File: src/rtl/tdm_demux4_if.sv
// Handshake/bus bundle for the 2-slot TDM receiver.
// The master side is the beat source plus the pair consumer. The slave side is the demux.
interface tdm_demux4_if #(
    parameter int WIDTH = 4
);
    logic [WIDTH-1:0] din;
    logic             din_valid;
    logic             sync;
    logic [WIDTH-1:0] y0;
    logic [WIDTH-1:0] y1;
    logic             out_valid;
    logic             out_ready;
    logic             frame_err;
    logic             overflow;

    modport master (
        output din, din_valid, sync, out_ready,
        input  y0, y1, out_valid, frame_err, overflow
    );

    modport slave (
        input  din, din_valid, sync, out_ready,
        output y0, y1, out_valid, frame_err, overflow
    );
endinterface

File: src/rtl/tdm_demux4.sv
// Receive side of a 2-slot TDM bus.
// The slot 0 beat (flagged by sync) is held until the slot 1 beat arrives.
// Each slot0/slot1 pair is presented on y0/y1 behind a valid/ready handshake.
// Framing faults and dropped pairs are reported as one-cycle registered pulses.
module tdm_demux4 #(
    parameter int WIDTH        = 4,
    parameter int IDLE_TIMEOUT = 15
) (
    input  logic           clk,
    input  logic           rst_n,
    tdm_demux4_if.slave    bus
);
    localparam int CW = $clog2(IDLE_TIMEOUT + 1);

    typedef enum logic {IDLE = 1'b0, S1 = 1'b1} state_e;

    state_e           state_q, state_d;
    logic [WIDTH-1:0] c0_q, c0_d;
    logic [CW-1:0]    cnt_q, cnt_d;
    logic [WIDTH-1:0] y0_q, y0_d, y1_q, y1_d;
    logic             ov_q, ov_d;
    logic             ferr_q, ferr_d;
    logic             ovf_q, ovf_d;

    // State, capture, output and pulse registers; reset drops any partial or pending pair.
    always_ff @(posedge clk or negedge rst_n) begin
        if (!rst_n) begin
            state_q <= IDLE;
            c0_q    <= '0;
            cnt_q   <= '0;
            y0_q    <= '0;
            y1_q    <= '0;
            ov_q    <= 1'b0;
            ferr_q  <= 1'b0;
            ovf_q   <= 1'b0;
        end else begin
            state_q <= state_d;
            c0_q    <= c0_d;
            cnt_q   <= cnt_d;
            y0_q    <= y0_d;
            y1_q    <= y1_d;
            ov_q    <= ov_d;
            ferr_q  <= ferr_d;
            ovf_q   <= ovf_d;
        end
    end

    // Next-state logic: frame assembly, idle timeout and output handshake.
    always_comb begin
        state_d = state_q;
        c0_d    = c0_q;
        cnt_d   = cnt_q;
        y0_d    = y0_q;
        y1_d    = y1_q;
        // A pair that is consumed this edge frees the output unless a new pair reloads it.
        ov_d    = ov_q & ~bus.out_ready;
        ferr_d  = 1'b0;
        ovf_d   = 1'b0;

        unique case (state_q)
            IDLE: begin
                if (bus.din_valid) begin
                    if (bus.sync) begin
                        c0_d    = bus.din;
                        cnt_d   = '0;
                        state_d = S1;
                    end else begin
                        ferr_d = 1'b1;  // slot 1 beat with no slot 0 held
                    end
                end
            end
            S1: begin
                if (bus.din_valid) begin
                    if (bus.sync) begin
                        // A new frame start restarts the frame on this beat.
                        ferr_d = 1'b1;
                        c0_d   = bus.din;
                        cnt_d  = '0;
                    end else begin
                        state_d = IDLE;
                        if (!ov_q || bus.out_ready) begin
                            y0_d = c0_q;
                            y1_d = bus.din;
                            ov_d = 1'b1;
                        end else begin
                            ovf_d = 1'b1;
                        end
                    end
                end else if (cnt_q == CW'(IDLE_TIMEOUT - 1)) begin
                    ferr_d  = 1'b1;
                    state_d = IDLE;
                end else begin
                    cnt_d = cnt_q + CW'(1);
                end
            end
            default: state_d = IDLE;
        endcase
    end

    assign bus.y0        = y0_q;
    assign bus.y1        = y1_q;
    assign bus.out_valid = ov_q;
    assign bus.frame_err = ferr_q;
    assign bus.overflow  = ovf_q;
endmodule

File: src/flat_wrapper.sv
// flat-port wrapper written by rule: the top's interface ports become plain ports
module tdm_demux4_flat 
#(
    parameter int WIDTH        = 4,
    parameter int IDLE_TIMEOUT = 15
)
  (clk, rst_n, bus_din, bus_din_valid, bus_sync, bus_out_ready, bus_y0, bus_y1, bus_out_valid, bus_frame_err, bus_overflow);
  tdm_demux4_if #(.WIDTH(WIDTH)) bus_i ();
  input  logic clk;
  input  logic rst_n;
  input wire logic [$bits(bus_i.din)-1:0] bus_din;
  input wire logic [$bits(bus_i.din_valid)-1:0] bus_din_valid;
  input wire logic [$bits(bus_i.sync)-1:0] bus_sync;
  input wire logic [$bits(bus_i.out_ready)-1:0] bus_out_ready;
  output wire logic [$bits(bus_i.y0)-1:0] bus_y0;
  output wire logic [$bits(bus_i.y1)-1:0] bus_y1;
  output wire logic [$bits(bus_i.out_valid)-1:0] bus_out_valid;
  output wire logic [$bits(bus_i.frame_err)-1:0] bus_frame_err;
  output wire logic [$bits(bus_i.overflow)-1:0] bus_overflow;
  assign bus_i.din = bus_din;
  assign bus_i.din_valid = bus_din_valid;
  assign bus_i.sync = bus_sync;
  assign bus_i.out_ready = bus_out_ready;
  assign bus_y0 = bus_i.y0;
  assign bus_y1 = bus_i.y1;
  assign bus_out_valid = bus_i.out_valid;
  assign bus_frame_err = bus_i.frame_err;
  assign bus_overflow = bus_i.overflow;
  tdm_demux4 #(.WIDTH(WIDTH), .IDLE_TIMEOUT(IDLE_TIMEOUT)) u_core (.clk(clk), .rst_n(rst_n), .bus(bus_i));
endmodule
File: config.mk
export PLATFORM = sky130hd
export DESIGN_NAME = tdm_demux4_flat
export DESIGN_NICKNAME = d
export VERILOG_FILES = /design/src/rtl/tdm_demux4_if.sv /design/src/rtl/tdm_demux4.sv /design/src/flat_wrapper.sv
export SDC_FILE = /design/constraint.sdc
export NUM_CORES = 1
export LEC_CHECK = 0
export BUFFER_PORTS_ARGS = -buffer_cell sky130_fd_sc_hd__buf_4
export CORE_ASPECT_RATIO = 0.9
export CORE_MARGIN = 1.5
export CORE_UTILIZATION = 35
export DETAILED_ROUTE_END_ITERATION = 16
export PLACE_DENSITY_LB_ADDON = 0.1
export RECOVER_POWER = 100
export SKIP_CTS_REPAIR_TIMING = 1
export SYNTH_ARGS = -nofsm -noshare
export SYNTH_HDL_FRONTEND = slang
export SYNTH_SLANG_ARGS = --single-unit
File: constraint.sdc
create_clock -name clk -period 1.2 [get_ports clk]
set_input_delay 0.24 -clock clk [delete_from_list [all_inputs] [get_ports clk]]
set_output_delay 0.24 -clock clk [all_outputs]
set_load 0.02 [all_outputs]
==> results of run 1 <==
[cells in the final DEF, fill, tap and decap left out, types with 2 or more instances in the layout]
cell type,n
sky130_fd_sc_hd__dfrtp_1,19
sky130_fd_sc_hd__buf_4,13
sky130_fd_sc_hd__clkbuf_2,11
sky130_fd_sc_hd__nand2_1,8
sky130_fd_sc_hd__mux2_4,8
sky130_fd_sc_hd__clkbuf_4,5
sky130_fd_sc_hd__mux2_2,4
sky130_fd_sc_hd__mux2i_1,2
sky130_fd_sc_hd__nor3_1,2
sky130_fd_sc_hd__ha_1,2
[critical path, cell delays in order (launching register included)]
cell,delay [ps]
sky130_fd_sc_hd__dfrtp_2,440
sky130_fd_sc_hd__nand2b_4,70
sky130_fd_sc_hd__nor2b_4,150
sky130_fd_sc_hd__buf_12,140
sky130_fd_sc_hd__mux2_4,300
[metrics by stage]
stage | hold WS, ps | instance area, um^2 | utilization, %
final | 180 | 1140 | 50.7
after global routing | 156 | 1140 | 50.7
after CTS | -205 | 1130 | 50.5
after detailed placement | 136 | 1100 | 48.9
after global placement | 132 | 1100 | 48.9
after floorplan | -55.6 | 866 | -
[registers in the layout (all words and copies together) (netlist names)]
name / flops
u_core.bus.overflow: 1
u_core.c0_q: 4
u_core.bus.y1: 4
u_core.bus.frame_err: 1
u_core.cnt_q: 4
u_core.state_q: 1
u_core.bus.out_valid: 1
u_core.bus.y0: 4
[area by class of cell]
cell class	count	area [um^2]	share of cell area (%)
Inverter	1	3.75	0.330
Sequential cell	20	502	44.1
Timing Repair Buffer	28	198	17.4
Tap cell	27	33.8	2.97
Multi-Input combinational cell	41	364	32.0
Clock buffer	4	36.3	3.19
[cell families (layout without fill, tap and decap cells)]
group	after synthesis	in the layout	share of synthesized area (%)
simple gates	21	21	12.2
buf+inv	2	33	1.75
xor+xnor	1	1	1.02
flops	20	20	58.2
mux	14	14	21.5
compound gates	3	3	2.33
fa+ha+maj	2	2	2.91
[per-layer routing]
layer	track usage, %	vias up	part of all wire (%)
met3	4.99	2	4.0
met2	17.9	11	47
met1	13.1	263	48
li1	-	281	-
met4	2.44	0	1.1
met5	0	-	0
[final timing paths]
kind / depth (start not counted) / end / slack, ps
max in group asynchronous: 2 / u_core.bus.out_valid / 410
min reg2reg: 1 / u_core.bus.y0[2] / 510
max reg2reg: 4 / u_core.bus.y1[1] / 1
min in group asynchronous: 2 / u_core.bus.y1[3] / 440
max: 4 / u_core.bus.y1[1] / 1
min: 2 / u_core.bus.y1[0] / 180
[report_power, final]
part	switching, W	internal (W)	total [W]
Clock	0.000199	0.000185	0.000383
Combinational	0.000256	0.000284	0.000540
Sequential	0.0000894	0.000811	0.000900
Total	0.000544	0.00128	0.00182
==> summary.txt, run 1 <==
STA
  • Clock period minus final worst setup slack: 1200 ps
  • Final-layout setup total negative slack: 0 ps
  • Worst relative slew slack: 67.4%
  • Finish-stage setup viols: 0
  • Maximum frequency from static timing analysis: 834 MHz
  • Setup repair after global routing missed its margin: true
  • Least-Margin Pin Slew: about 490 ps
  • Fin. Hold Viols: 0
  • Slew Limit Fails: 0
  • Final critical-path share of the clock period: 99.9%
  • Minimum setup slack in the final design: 1.28 ps
  • Setup skew after layout: around 3.1 ps

Drt
  • Iteration-0 DRC Markers: 1
  • Wire length after detailed routing: 1400 um
  • Routed wire per std cell: 11.6 um
  • Antenna-violating nets left: 0
  • DRC violation count after routing: 0
  • Vias after detailed routing: 557
  • Vias per cell: 4.60
  • Router iterations before antenna repair: 4

Placement
  • Post-DP HPWL: 1050 um
  • Number of buffers inserted by port buffering: 19
  • Setup slack after placement: -90.8 ps
  • Weighted congestion at the end of routability-driven global placement: 0.691
  • Number of instances in the placed design: 115

Floorplan
  • Core box area: 2240 um^2
  • Initial cell density of the core: approximately two fifths
  • DIE WIDTH: 55.2 um
  • Site row count: 16
  • Area of the die: 2760 um^2
  • Vert. Die Dim: 50.0 um
  • Number of placed I/O pins: 20

Global routing
  • Global-route usage over all layers: a little over a tenth
  • Global route total overflow: 0
  • Vias in the first global route: roughly 500
  • Pin count of the biggest net entering global routing: 21
  • Global-route wire length before repair: roughly 2300 um
  • Number of antenna violations at the first check in global routing: 0

Synthesis
  • Number of distinct library cells after synthesis: 21
  • Main synth FF type: sky130_fd_sc_hd__dfrtp_1
  • Synthesized cell area: 860 um^2
  • Largest area contributor in the synthesized netlist: sky130_fd_sc_hd__dfrtp_1
  • Sequential fraction of the synthesis area: 58.2%
  • Post-synthesis register bit count: 20
  • Post-Synthesis Mean Instance Area: 13.6 um^2
  • Warning count from the yosys run: 0
  • Top cells by area in the synthesized netlist: sky130_fd_sc_hd__dfrtp_1 (58%), sky130_fd_sc_hd__mux2_4 (14%), sky130_fd_sc_hd__mux2_2 (5.2%), sky130_fd_sc_hd__nand2_1 (3.9%), sky130_fd_sc_hd__ha_1 (2.9%)
  • Most common cell in the netlist: sky130_fd_sc_hd__dfrtp_1
  • Count of flip-flops with a built-in enable after synthesis: 0
  • Top cell type's share of synthesized area: 58.2%
  • Number of standard cells after synthesis: 63
  • Async set or reset register ratio after synthesis: 100%
  • Syn Nets: 74
  • Leading post-synthesis cells by instance count: sky130_fd_sc_hd__dfrtp_1 (20), sky130_fd_sc_hd__nand2_1 (9), sky130_fd_sc_hd__mux2_4 (8)

Clock tree
  • CTS H-Tree Depth: 1
  • Number of sinks on the clock net: 20
  • Num CTS Buffers: 3
  • CTS tree: done
  • Latest clock arrival within the worst-skew pair: 290 ps
  • Clock Tree Root: sky130_fd_sc_hd__clkbuf_4
  • Clock transition at path regs: approximately 110 ps
  • Clock tree buffer depth: 2

Worst setup path
  • R2r startpoint: u_core.bus.out_valid
  • Critical Path RT: 1390 ps
  • Data arrival time at the worst-slack endpoint: 1390 ps
  • Setup crit start: u_core.bus.out_valid
  • Element type at the critical path start: register
  • Setup CP Type: reg -> reg
  • Worst Path Max Fanout: 8
  • Type of destination of the critical path: register

Power
  • Power, Total: 0.00182 W
  • Cell leakage power: 0.578 nW
  • Peak ir drop on the vdd network: roughly 1.1 mV
  • Power density over cell area: 1600 nW/um^2

Layout
  • Count of nets after finishing: about 110
  • Ant. Diodes: 0
  • Fraction of layout cells with a size suffix above 1: 51.1%
  • Post-synthesis to final-layout area growth: 32.3%
  • Fillers: 212
  • Final cell count without fillers: 121

Status
  • Status: completed

Job
  • Number of max-capacitance violations reported: 0

Min path
  • Worst Hold Launch: bus_din[0]
  • Hold crit path type: in -> reg
(Power assumes the default switching activity.)
==> run 2: changes to the inputs <==
--- a/config.mk
+++ b/config.mk
@@ -10,6 +10,7 @@
 export CORE_MARGIN = 1.5
 export CORE_UTILIZATION = 35
 export DETAILED_ROUTE_END_ITERATION = 16
+export MAX_ROUTING_LAYER = met4
 export PLACE_DENSITY_LB_ADDON = 0.1
 export RECOVER_POWER = 100
 export SKIP_CTS_REPAIR_TIMING = 1
==> constraint.sdc (replaced) <==
create_clock -name clk -period 1.2 [get_ports clk]
set_input_delay 0.3 -clock clk [delete_from_list [all_inputs] [get_ports clk]]
set_output_delay 0.3 -clock clk [all_outputs]
set_load 0.02 [all_outputs]
==> summary.txt, run 2 (synthesis gave the netlist of run 1 again) <==
STA
  • Fin. Hold Viols: 0
  • Final-layout setup total negative slack: -32.3 ps
  • Minimum setup slack in the final design: -13.0 ps
  • Worst relative slew slack: 66.5%
  • Slew Limit Fails: 0
  • Finish-stage setup viols: 6
  • Setup repair after global routing missed its margin: true
  • Final critical-path share of the clock period: 101%
  • Maximum frequency from static timing analysis: 824 MHz
  • Least-Margin Pin Slew: between 500 and 600 ps
  • Clock period minus final worst setup slack: 1210 ps
  • Worst hold slack after final layout: 227 ps
  • Setup skew after layout: 4.79 ps

Layout
  • Ant. Diodes: 0
  • Leading cell types in the layout, fill and taps excluded: sky130_fd_sc_hd__buf_4 (21), sky130_fd_sc_hd__dfrtp_1 (19), sky130_fd_sc_hd__nand2_1 (8), sky130_fd_sc_hd__mux2_4 (8), sky130_fd_sc_hd__buf_6 (6)
  • Count of nets after finishing: 110
  • Util after Layout: 54.7%
  • Post-synthesis to final-layout area growth: 42.6%
  • Fraction of layout cells with a size suffix above 1: 53.1%
  • Final cell area excluding filler cells: 1230 um^2
  • Leading cell type in the layout, fill and taps excluded: sky130_fd_sc_hd__buf_4
  • Fillers: 209

Clock tree
  • Clock Tree Root: sky130_fd_sc_hd__clkbuf_4
  • Number of sinks on the clock net: 20
  • Clock transition at path regs: 110 ps
  • Clock tree buffer depth: 2
  • CTS tree: done
  • Num CTS Buffers: 3
  • CTS H-Tree Depth: 1
  • Latest clock arrival within the worst-skew pair: 300 ps

Drt
  • Routed wire per std cell: 12.0 um
  • Antenna-violating nets left: 0
  • DRC violation count after routing: 0
  • Vias after detailed routing: 573
  • Router iterations before antenna repair: 4
  • Vias per cell: 4.58
  • Wire length after detailed routing: 1500 um
  • Iteration-0 DRC Markers: 6

Job
  • Number of max-capacitance violations reported: 0

Min path
  • Hold crit path type: in -> reg

Status
  • Violations in the final reports: negative setup slack
  • Status: finished with violations

Placement
  • Post-DP HPWL: 1040 um
  • Weighted congestion at the end of routability-driven global placement: 0.703
  • Instance area at placement: around 1100 um^2
  • Number of buffers inserted by port buffering: 19
  • Setup slack after placement: -151 ps

Floorplan
  • Number of placed I/O pins: 20
  • Vert. Die Dim: between 50 and 60 um
  • Core box area: 2240 um^2
  • Initial cell density of the core: 38.3%
  • DIE WIDTH: between 50 and 60 um
  • Site row count: 16
  • Area of the die: 2760 um^2

Worst setup path
  • Endpoint of the lowest-slack register-to-register path: u_core.bus.y1[0]
  • Worst reg2reg path depth: 4
  • Element type at the critical path start: register
  • Worst Path Max Fanout: 8
  • Setup crit start: u_core.bus.out_valid
  • Worst Setup EP: u_core.bus.y1[0]
  • Flop-to-flop setup slack: -10 ps
  • Type of destination of the critical path: register
  • Critical Path RT: about 1400 ps
  • Setup CP Type: reg -> reg
  • Data arrival time at the worst-slack endpoint: about 1400 ps
  • R2r startpoint: u_core.bus.out_valid

Global routing
  • Vias in the first global route: approximately 570
  • Global-route wire length before repair: 2480 um
  • Global-route usage over all layers: 12.4%
  • Global route total overflow: 0
  • Pin count of the biggest net entering global routing: 21
  • Number of antenna violations at the first check in global routing: 0

Power
  • Power density over cell area: 1740 nW/um^2
  • Peak ir drop on the vdd network: 1.07 mV
  • Cell leakage power: a little over 0.6 nW
run 2: cell count changes in the layout (fill, tap and decap cells not counted), moves of 2 or more:
cell                       change
sky130_fd_sc_hd__clkbuf_2     -10
sky130_fd_sc_hd__buf_4         +8
sky130_fd_sc_hd__clkbuf_4      -2
sky130_fd_sc_hd__buf_2         +2
sky130_fd_sc_hd__buf_6         +6
run 2: how the worst min path moves through the flow:
stage                           from                   end  cells past startpoint
after floorplan                rst_n  u_core.bus.frame_err                      0
after detailed placement       rst_n      u_core.bus.y1[2]                      1
after global placement         rst_n      u_core.bus.y0[2]                      1
after CTS                      rst_n      u_core.bus.y1[2]                      1
final                     bus_din[2]      u_core.bus.y1[2]                      2
after global routing      bus_din[2]        u_core.c0_q[2]                      2
run 2: where the power goes:
group          internal, W  switching, W
logic             0.000413      0.000272
registers         0.000811     0.0000974
clock network     0.000338      0.000208
total              0.00156      0.000578
run 2: stage by stage:
stage | total power (W) | cells
global placement | 0.00148 | 116
detailed placement | 0.00149 | 116
CTS | 0.00206 | 120
floorplan | 0.00124 | 63
finish | 0.00214 | 125
global route | 0.00226 | 125
run 2: final cells by class:
class                   instances  area, um^2  share of cell area [%]
inverters                       1        3.75                   0.306
repair buffers                 32         270                    22.0
clock inverters                 1        30.0                    2.45
clock buffers                   3        22.5                    1.84
flip-flops and latches         20         502                    40.9
well taps                      27        33.8                    2.76
multi-input cells              41         364                    29.7
run 2: routing by layer:
metal  vias up  wire (um)  part of all wire, %  GRT usage [%]
met3         4         57                  3.8           4.99
met2        13        711                   48           18.8
met4         0         30                  2.0           6.10
met5         -          0                    0              -
li1        288          -                    -              -
met1       268        696                   47           14.2
run 2: worst max-delay path, stage by stage, from the launching register on:
cell                       delay, ps
sky130_fd_sc_hd__dfrtp_2         420
sky130_fd_sc_hd__nand2b_1         90
sky130_fd_sc_hd__nor2b_4         160
sky130_fd_sc_hd__buf_12          140
sky130_fd_sc_hd__mux2_4          300
==> run 3: changes to the inputs <==
--- a/config.mk
+++ b/config.mk
@@ -7,7 +7,7 @@
 export LEC_CHECK = 0
 export BUFFER_PORTS_ARGS = -buffer_cell sky130_fd_sc_hd__buf_4
 export CORE_ASPECT_RATIO = 0.9
-export CORE_MARGIN = 1.5
+export CORE_MARGIN = 3
 export CORE_UTILIZATION = 35
 export DETAILED_ROUTE_END_ITERATION = 16
 export MAX_ROUTING_LAYER = met4
==> constraint.sdc (replaced) <==
create_clock -name clk -period 1.52 [get_ports clk]
set_input_delay 0.38 -clock clk [delete_from_list [all_inputs] [get_ports clk]]
set_output_delay 0.38 -clock clk [all_outputs]
set_load 0.02 [all_outputs]
==> summary.txt, run 3 (synthesis gave the netlist of run 1 again) <==
Status
  • Status: completed

Worst setup path
  • Flop-to-flop setup slack: 160 ps
  • Element type at the critical path start: register
  • Data arrival time at the worst-slack endpoint: 1550 ps
  • Worst Path Max Fanout: 8
  • Critical Path RT: 1710 ps
  • Setup CP Type: reg -> reg
  • Type of destination of the critical path: register

Clock tree
  • Number of sinks on the clock net: 20
  • CTS H-Tree Depth: 1
  • Clock tree buffer depth: 2
  • Num CTS Buffers: 3
  • Clock Tree Root: sky130_fd_sc_hd__clkbuf_4
  • CTS tree: done
  • Latest clock arrival within the worst-skew pair: 300 ps
  • Clock transition at path regs: 110 ps

Layout
  • Count of nets after finishing: 100
  • Sequential Area: 500 um^2
  • Leading cell types in the layout, fill and taps excluded: sky130_fd_sc_hd__dfrtp_1 (20), sky130_fd_sc_hd__clkbuf_1 (12), sky130_fd_sc_hd__nand2_1 (9)
  • Fillers: 230
  • Fraction of layout cells with a size suffix above 1: 23.9%
  • Post-synthesis to final-layout area growth: 22.1%
  • Leading cell type in the layout, fill and taps excluded: sky130_fd_sc_hd__dfrtp_1
  • Ant. Diodes: 0
  • Multi-input gate area in the final layout: 327 um^2

STA
  • Maximum frequency from static timing analysis: 735 MHz
  • Worst relative slew slack: 66.9%
  • Setup skew after layout: 10.0 ps
  • Clock period minus final worst setup slack: 1360 ps
  • Final critical-path share of the clock period: 89.5%
  • Least-Margin Pin Slew: 497 ps
  • Slew Limit Fails: 0
  • Setup repair after global routing missed its margin: false
  • Fin. Hold Viols: 0
  • Finish-stage setup viols: 0
  • Final-layout setup total negative slack: 0 ps

Global routing
  • Number of antenna violations at the first check in global routing: 0
  • Global-route usage over all layers: 11.3%
  • Pin count of the biggest net entering global routing: 21
  • Global route total overflow: 0
  • Vias in the first global route: ~560
  • Global-route wire length before repair: approximately 2500 um

Power
  • Cell leakage power: 0.496 nW
  • Switching power as a share of total power: 28.4%
  • Power, Total: about 0.0015 W
  • Fraction of power consumed by combinational cells: 23.5%
  • Internal power: 0.00106 W
  • Reg power frac: 47.9%
  • Power density over cell area: approximately 1400 nW/um^2
  • Net switching power of the design: about 0.00042 W
  • Clock share of power: 28.7%
  • Peak ir drop on the vdd network: 0.869 mV

Placement
  • Number of buffers inserted by port buffering: 19
  • Weighted congestion at the end of routability-driven global placement: 0.718
  • Post-DP HPWL: 1090 um

Drt
  • Iteration-0 DRC Markers: 2
  • Vias per cell: 4.81
  • Wire length after detailed routing: 1470 um
  • Router iterations before antenna repair: 3
  • Vias after detailed routing: between 500 and 600
  • DRC violation count after routing: 0
  • Antenna-violating nets left: 0
  • Routed wire per std cell: 12.8 um

Floorplan
  • Initial cell density of the core: 38.0%
  • Vert. Die Dim: 53.0 um
  • Area of the die: ~3100 um^2
  • Number of placed I/O pins: 20
  • Core box area: 2260 um^2
  • DIE WIDTH: just under 60 um
  • Site row count: 16

Job
  • Number of max-capacitance violations reported: 0

Min path
  • Hold crit path type: in -> reg
run 3: worst paths after layout:
kind / startpoint / end / depth (start not counted)
min in group asynchronous: rst_n / u_core.bus.y0[0] / 2
worst min-delay path: bus_din[1] / u_core.bus.y1[1] / 2
worst max-delay path: u_core.state_q / u_core.bus.y1[0] / 4
worst max register to register: u_core.state_q / u_core.bus.y1[0] / 4
worst min register to register: u_core.c0_q[2] / u_core.bus.y0[2] / 1
max in group asynchronous: rst_n / u_core.cnt_q[2] / 2
run 3: final cells by class:
class	instances	share of cell area (%)
flip-flops and latches	20	47.7
multi-input cells	41	31.1
repair buffers	22	12.6
well taps	27	3.22
clock inverters	1	2.86
clock buffers	3	2.15
inverters	1	0.358
run 3: power groups by stage:
stage	clock network, W	registers [W]	logic (W)
6_report	0.000423	0.000707	0.000347
5_1_grt	0.000470	0.000724	0.000381
4_1_cts	0.000443	0.000713	0.000443
3_5_place_dp	0	0.000723	0.000440
3_3_place_gp	0	0.000725	0.000431
2_1_floorplan	0	0.000799	0.000178
run 3: layer usage:
| metal | vias to the layer above | wire length (um) | GRT usage [%] | part of all wire, % |
|---|---|---|---|---|
| met1 | 270 | 684 | 13.2 | 46 |
| met4 | 0 | 9 | 2.32 | 0.61 |
| met3 | 2 | 110 | 5.37 | 7.5 |
| li1 | 266 | - | - | - |
| met5 | - | 0 | - | 0 |
| met2 | 15 | 666 | 17.9 | 45 |
run 3: critical path, stage by stage (launching register included):
cell                       delay [ps]
sky130_fd_sc_hd__dfrtp_1          410
sky130_fd_sc_hd__nand3b_1         130
sky130_fd_sc_hd__nor2b_1          220
sky130_fd_sc_hd__buf_12           160
sky130_fd_sc_hd__mux2_1           330
run 3: metrics by stage:
step	setup slack, ps	cells	area (um^2)	util, %	hold WS [ps]
2_1_floorplan	250	63	860	-	84.4
3_3_place_gp	61.1	110	1050	46.5	271
3_5_place_dp	59.0	110	1050	46.5	272
4_1_cts	212	114	1100	48.8	-73.7
5_1_grt	61.5	115	1050	46.4	277
6_report	160	115	1050	46.4	312
